## src/rtl/tc_array.sv

```systemverilog
// tc_array: NUM_CH independent prescaled down-counters sharing one register
// window. Each channel runs IDLE -> LOAD -> CNT -> INT, sets a sticky pending
// bit at INT, and raises IRQ when that bit and its mask enable are both set.
module tc_array #(
    parameter int NUM_CH = 2,
    parameter int WIDTH  = 32,
    parameter int AW     = 6
) (
    input  logic              clk,
    input  logic              reset,
    input  logic              WE,
    input  logic [AW-1:0]     Addr,
    input  logic [31:0]       Din,
    output logic [31:0]       Dout,
    output logic [NUM_CH-1:0] IRQ,
    output logic              IRQ_any
);

    typedef enum logic [1:0] {S_IDLE, S_LOAD, S_CNT, S_INT} state_t;

    // Prescaler counter must reach 2^15-1 for the largest PS value.
    localparam int PRE_W = 15;

    state_t             r_state     [NUM_CH];
    state_t             w_state_nxt [NUM_CH];
    logic [7:0]         r_ctrl      [NUM_CH];
    logic [WIDTH-1:0]   r_preset    [NUM_CH];
    logic [WIDTH-1:0]   r_count     [NUM_CH];
    logic [PRE_W-1:0]   r_pre       [NUM_CH];
    logic [NUM_CH-1:0]  r_pending;

    logic [PRE_W-1:0]   w_pre_max   [NUM_CH];
    logic [NUM_CH-1:0]  w_sel;
    logic [NUM_CH-1:0]  w_ctrl_we;
    logic [NUM_CH-1:0]  w_preset_we;
    logic [NUM_CH-1:0]  w_tick;
    logic [NUM_CH-1:0]  w_last;
    logic [NUM_CH-1:0]  w_oneshot;
    logic [NUM_CH-1:0]  w_im;
    logic               w_stat_sel;
    logic               w_stat_we;

    // Address decode: which channel register or the status word is addressed.
    always_comb begin
        // NOTE: every combinational output gets a default first so no path leaves it unassigned (no latch).
        w_sel       = '0;
        w_ctrl_we   = '0;
        w_preset_we = '0;
        w_stat_sel  = (Addr == AW'(NUM_CH * 4));
        w_stat_we   = WE && w_stat_sel;
        for (int c = 0; c < NUM_CH; c++) begin
            w_sel[c]       = (Addr[AW-1:2] == (AW-2)'(c));
            w_ctrl_we[c]   = WE && w_sel[c] && (Addr[1:0] == 2'd0);
            w_preset_we[c] = WE && w_sel[c] && (Addr[1:0] == 2'd1);
        end
    end

    // Per-channel tick, terminal-count and mode qualifiers.
    always_comb begin
        w_tick    = '0;
        w_last    = '0;
        w_oneshot = '0;
        w_im      = '0;
        for (int c = 0; c < NUM_CH; c++) begin
            w_pre_max[c] = PRE_W'((16'd1 << r_ctrl[c][7:4]) - 16'd1);
            w_tick[c]    = (r_state[c] == S_CNT) && (r_pre[c] == w_pre_max[c]);
            // A count of 0 (PRESET 0) finishes on the first tick, same as 1.
            w_last[c]    = (r_count[c] <= WIDTH'(1));
            // Only MODE 01 reloads; 00, 10 and 11 all stop after one period.
            w_oneshot[c] = (r_ctrl[c][2:1] != 2'b01);
            w_im[c]      = r_ctrl[c][3];
        end
    end

    // Next-state logic; any CTRL write parks the channel in IDLE.
    always_comb begin
        for (int c = 0; c < NUM_CH; c++) begin
            w_state_nxt[c] = r_state[c];
            case (r_state[c])
                S_IDLE:  if (r_ctrl[c][0]) w_state_nxt[c] = S_LOAD;
                S_LOAD:  w_state_nxt[c] = S_CNT;
                S_CNT:   if (w_tick[c] && w_last[c]) w_state_nxt[c] = S_INT;
                S_INT:   w_state_nxt[c] = S_IDLE;
                default: w_state_nxt[c] = S_IDLE;
            endcase
            if (w_ctrl_we[c]) w_state_nxt[c] = S_IDLE;
        end
    end

    // State register for all channel FSMs.
    always_ff @(posedge clk) begin
        for (int c = 0; c < NUM_CH; c++) begin
            if (reset) begin
                // NOTE: sequential state uses non-blocking assignments so all flops update together at the edge.
                r_state[c] <= S_IDLE;
            end else begin
                r_state[c] <= w_state_nxt[c];
            end
        end
    end

    // Channel datapath: control, preset, counter, prescaler and pending bits.
    always_ff @(posedge clk) begin
        for (int c = 0; c < NUM_CH; c++) begin
            if (reset) begin
                r_ctrl[c]    <= '0;
                r_preset[c]  <= '0;
                r_count[c]   <= '0;
                r_pre[c]     <= '0;
                r_pending[c] <= 1'b0;
            end else begin
                if (w_preset_we[c]) r_preset[c] <= Din[WIDTH-1:0];

                if (w_ctrl_we[c]) begin
                    // The write supersedes whatever the FSM would do this edge;
                    // COUNT is held and pending is cleared.
                    r_ctrl[c]    <= Din[7:0];
                    r_pending[c] <= 1'b0;
                end else begin
                    case (r_state[c])
                        S_LOAD: begin
                            r_count[c] <= r_preset[c];
                            r_pre[c]   <= '0;
                        end
                        S_CNT: begin
                            if (w_tick[c]) begin
                                r_pre[c]   <= '0;
                                r_count[c] <= w_last[c] ? '0 : r_count[c] - WIDTH'(1);
                            end else begin
                                r_pre[c] <= r_pre[c] + PRE_W'(1);
                            end
                        end
                        default: ;
                    endcase

                    // Setting pending at INT beats a same-cycle STATUS clear.
                    if (r_state[c] == S_INT) begin
                        r_pending[c] <= 1'b1;
                        if (w_oneshot[c]) r_ctrl[c][0] <= 1'b0;
                    end else if (w_stat_we && Din[c]) begin
                        r_pending[c] <= 1'b0;
                    end
                end
            end
        end
    end

    // Interrupt outputs and combinational read mux.
    always_comb begin
        IRQ     = r_pending & w_im;
        IRQ_any = |IRQ;
        Dout    = '0;
        for (int c = 0; c < NUM_CH; c++) begin
            if (w_sel[c]) begin
                case (Addr[1:0])
                    2'd0:    Dout = {24'd0, r_ctrl[c]};
                    2'd1:    Dout = 32'(r_preset[c]);
                    2'd2:    Dout = 32'(r_count[c]);
                    default: Dout = '0;
                endcase
            end
        end
        if (w_stat_sel) Dout = 32'(r_pending);
    end

endmodule

```

## config.mk

```make
export PLATFORM = sky130hd
export DESIGN_NAME = tc_array
export DESIGN_NICKNAME = d
export VERILOG_FILES = /design/src/rtl/tc_array.sv
export SDC_FILE = /design/constraint.sdc
export NUM_CORES = 1
export LEC_CHECK = 0
export ABC_AREA = 1
export CORE_ASPECT_RATIO = 0.8
export CORE_MARGIN = 2
export CORE_UTILIZATION = 55
export DETAILED_ROUTE_END_ITERATION = 6
export GPL_TIMING_DRIVEN = 0
export PLACE_DENSITY = 0.78
export RECOVER_POWER = 25
export SLEW_MARGIN = 20
export SYNTH_ARGS = -nofsm -noshare
export SYNTH_HDL_FRONTEND = slang
export SYNTH_SLANG_ARGS = --single-unit
```

## constraint.sdc

```tcl
create_clock -name clk -period 5.53 [get_ports clk]
set_input_delay 1.659 -clock clk [delete_from_list [all_inputs] [get_ports clk]]
set_output_delay 1.659 -clock clk [all_outputs]
set_load 0.005 [all_outputs]
```

==> results.cfg <==
[floorplanning]
start_util_pct = 55.7
die_height_um = 136
dieArea_mm2 = 0.0228
rows = 48
io_pins = 76
die_w_um = 168
core-area_mm2 = 0.0214

[route]
via_per_inst = 5.86
dr_total_vias = 11556
wl_um = 36000
wl_per_cell_um = 18.2
dr.pass1.iters = 7
drt_iter0_drc = 1727
drc = 0
ant_nets = 0

[pwr]
leakage_nw = 6.12
powerDensity_mw_per_mm2 = 320
peakVddDrop_uv = 181

[worst_setup_path]
r2r-start = r_ctrl[1][5]$_SDFFCE_PN0P_
rrSetupSlack_ps = 1530
endpoint_kind = output pin
required_ps = 3870
r2r_cells = 17
endpoint = Dout[3]
critPathMaxFanout = 10
arrival_ps = 3810
critPathLaunchType = input port
cp-startpoint = Addr[5]
path_class = in -> out
worst_r2r_endpoint = r_pre[1][10]$_SDFFCE_PN0P_

[synthesis]
syn-cell-area_mm2 = 0.0119
ys_warn_count = 0
synth-seq-cells = 180
postSynth.topFlopCell = edfxtp_1
yosysSeqAreaShare_pct = 44.9
yosys.area.top_type = edfxtp_1
async_flop_share_pct = 0
syn-num-nets = 1640
synthDistinctLibCells = 47
synth_top_cell_area_share_pct = 43.9
synthCells = 1583
synth_edf_count = 174
synthTopCellsByArea = edfxtp_1 44%, nand2_1 12%, nor2_1 7.6%
postSynthAreaPerCell_um2 = 7.52

[sta]
hold_viol = 0
worst_pin_slew_ps = 835
period_needed_ps = 5470
relSlewSlack_pct = 44.2
worst_slack_ps = 58.6
fin_tns_setup_ps = 0
fin_crit_sh_pct = 98.9
fmax_mhz = 183
setup_viol_count_final = 0
fin_skew_ps = 14.5
final_max_slew_viol_count = 0

[cts]
cts.sinks = 180
cts_root_buf = clkbuf_16
cts_buffer_depth = 2
clk_latency_ps = 460
cts-buffers-inserted = 17
clk_transition_reported_paths_ps = 70
h-tree-depth = 4
cts_tree = built

[cells_and_area]
regArea_mm2 = 0.00535
design_area_mm2 = 0.0139
diodes = 0
fin_nets = 1741
area_growth_pct = 16.8
n_fill_cell = 1865
multi_input_area_mm2 = 0.00554
drive_above_1_share_pct = 7.84

[grt]
gr-usage-all-layers_pct = 31.6
grt_antenna_before_repair = 0
grt_overflow = 0
first_global_vias = 10452
grt_pass1_wl_um = 55400
grt_max_degree = 33

[flow_run]
maxCapViolations = 0

[run_status]
status = complete, no violations

[place]
place_ws_ps = -1160
placed_area_mm2 = 0.0131
gp_congestion = 0.982
hpwl_um = 26400
portBuffers = 75

[min_path]
hold_class = reg -> reg
layout make-up:
type / count / share of cell area [%]
multi-input combinational: 1114 / 39.8
sequential: 180 / 38.4
inverter: 237 / 6.46
buffer: 52 / 2.63
clock inverter: 15 / 1.12
clock buffer: 17 / 3.06
tap: 275 / 2.48
timing repair buffer: 82 / 5.99
cells in the mapped netlist (all sizes together), types with 16 or more instances:
cell      n
nand2   378
nor2    252
inv     233
edfxtp  174
a21oi   103
o21ai    84
nand3    73
o22ai    37
xor2     37
clkbuf   32
nor3     25
nand4    23
buf      20
ha       16
per-stage QoR:
stage          util [%]  hold slack [ps]  total power [W]  instances
3_5_place_dp       61.1              516          0.00316       1936
6_report           65.0              539          0.00444       1972
5_1_grt            65.0              563          0.00465       1972
3_3_place_gp       60.8              498          0.00311       1933
4_1_cts            64.8              534          0.00440       1972
2_1_floorplan         -              481          0.00278       1583
worst max-delay path, cell delays in order:
cell and delay (ps):
clkdlybuf4s50_1 400, nor2_1 180, nand2_1 140, nor2_4 310, buf_6 200, a21oi_1 100
a21oi_1 240, clkdlybuf4s50_1 570
how the worst min path moves through the flow:
stage	from	cells past startpoint	endpoint
6_report	r_pending[0]$_SDFFE_PP0P_	2	r_pending[0]$_SDFFE_PP0P_
4_1_cts	r_pending[0]$_SDFFE_PP0P_	2	r_pending[0]$_SDFFE_PP0P_
3_3_place_gp	r_pending[0]$_SDFFE_PP0P_	2	r_pending[0]$_SDFFE_PP0P_
5_1_grt	r_pending[0]$_SDFFE_PP0P_	2	r_pending[0]$_SDFFE_PP0P_
2_1_floorplan	r_pending[0]$_SDFFE_PP0P_	2	r_pending[0]$_SDFFE_PP0P_
3_5_place_dp	r_pending[0]$_SDFFE_PP0P_	2	r_pending[0]$_SDFFE_PP0P_
kinds of logic (layout without fill, tap and decap cells):
| logic type | Yosys count | in the layout | synth area share (%) |
|---|---|---|---|
| and+or+nand+nor | 807 | 807 | 29.0 |
| adders and majority gates | 16 | 16 | 1.68 |
| xor gates and xnor gates | 44 | 44 | 3.24 |
| DFF | 180 | 180 | 44.9 |
| buffers and inverters | 289 | 403 | 9.86 |
| AOI/OAI and AO/OA | 247 | 247 | 11.3 |
registers in the layout, summed over array words and instances, names as in the netlist:
signal,flops
r_state,4
r_ctrl,16
r_preset,64
r_pending,2
r_count,64
r_pre,30
where the power goes:
| group | internal, W | switching [W] | leakage, nW |
|---|---|---|---|
| Sequential | 0.00177 | 0.000234 | 1.80 |
| Combinational | 0.000415 | 0.000786 | 4.05 |
| Clock | 0.000667 | 0.000571 | 0.271 |
| Total | 0.00285 | 0.00159 | 6.12 |
timing repair:
item	in CTS	in global routing
setup buffers	4	0
hold buffers	0	0
pin swaps	2	1
endpoints found under the setup margin	32	32
gates resized for setup	59	29
hold endpoints to repair	0	0
layer usage:
layer  vias up  part of all wire (%)  global-route usage [%]
li1       5407                     -                       -
met1      5329                    42                    46.5
met2       743                    43                    47.3
met3        77                    12                    5.29
met4         0                   2.6                    11.2
met5         -                     0                       0
placed cells by master (no fill, tap or decap), drive strengths merged, types with 2 or more instances in the layout:
cell / count
dfxtp: 6
bufinv: 2
clkbuf: 46
and2: 5
and3b: 2
nand3: 73
nor3: 25
nor2: 252
nor4: 14
or2: 6
o31ai: 3
xnor2: 7
nor2b: 3
o22ai: 37
buf: 30
clkdlybuf4s50: 72
and3: 14
nand2: 378
o221ai: 3
o21ai: 84
nand3b: 3
a211oi: 3
nor3b: 7
nand4: 23
clkinvlp: 5
clkinv: 8
edfxtp: 174
o211ai: 6
o21a: 4
inv: 237
ha: 16
a21oi: 103
xor2: 37
No activity file was read; power rests on OpenSTA's default activity.
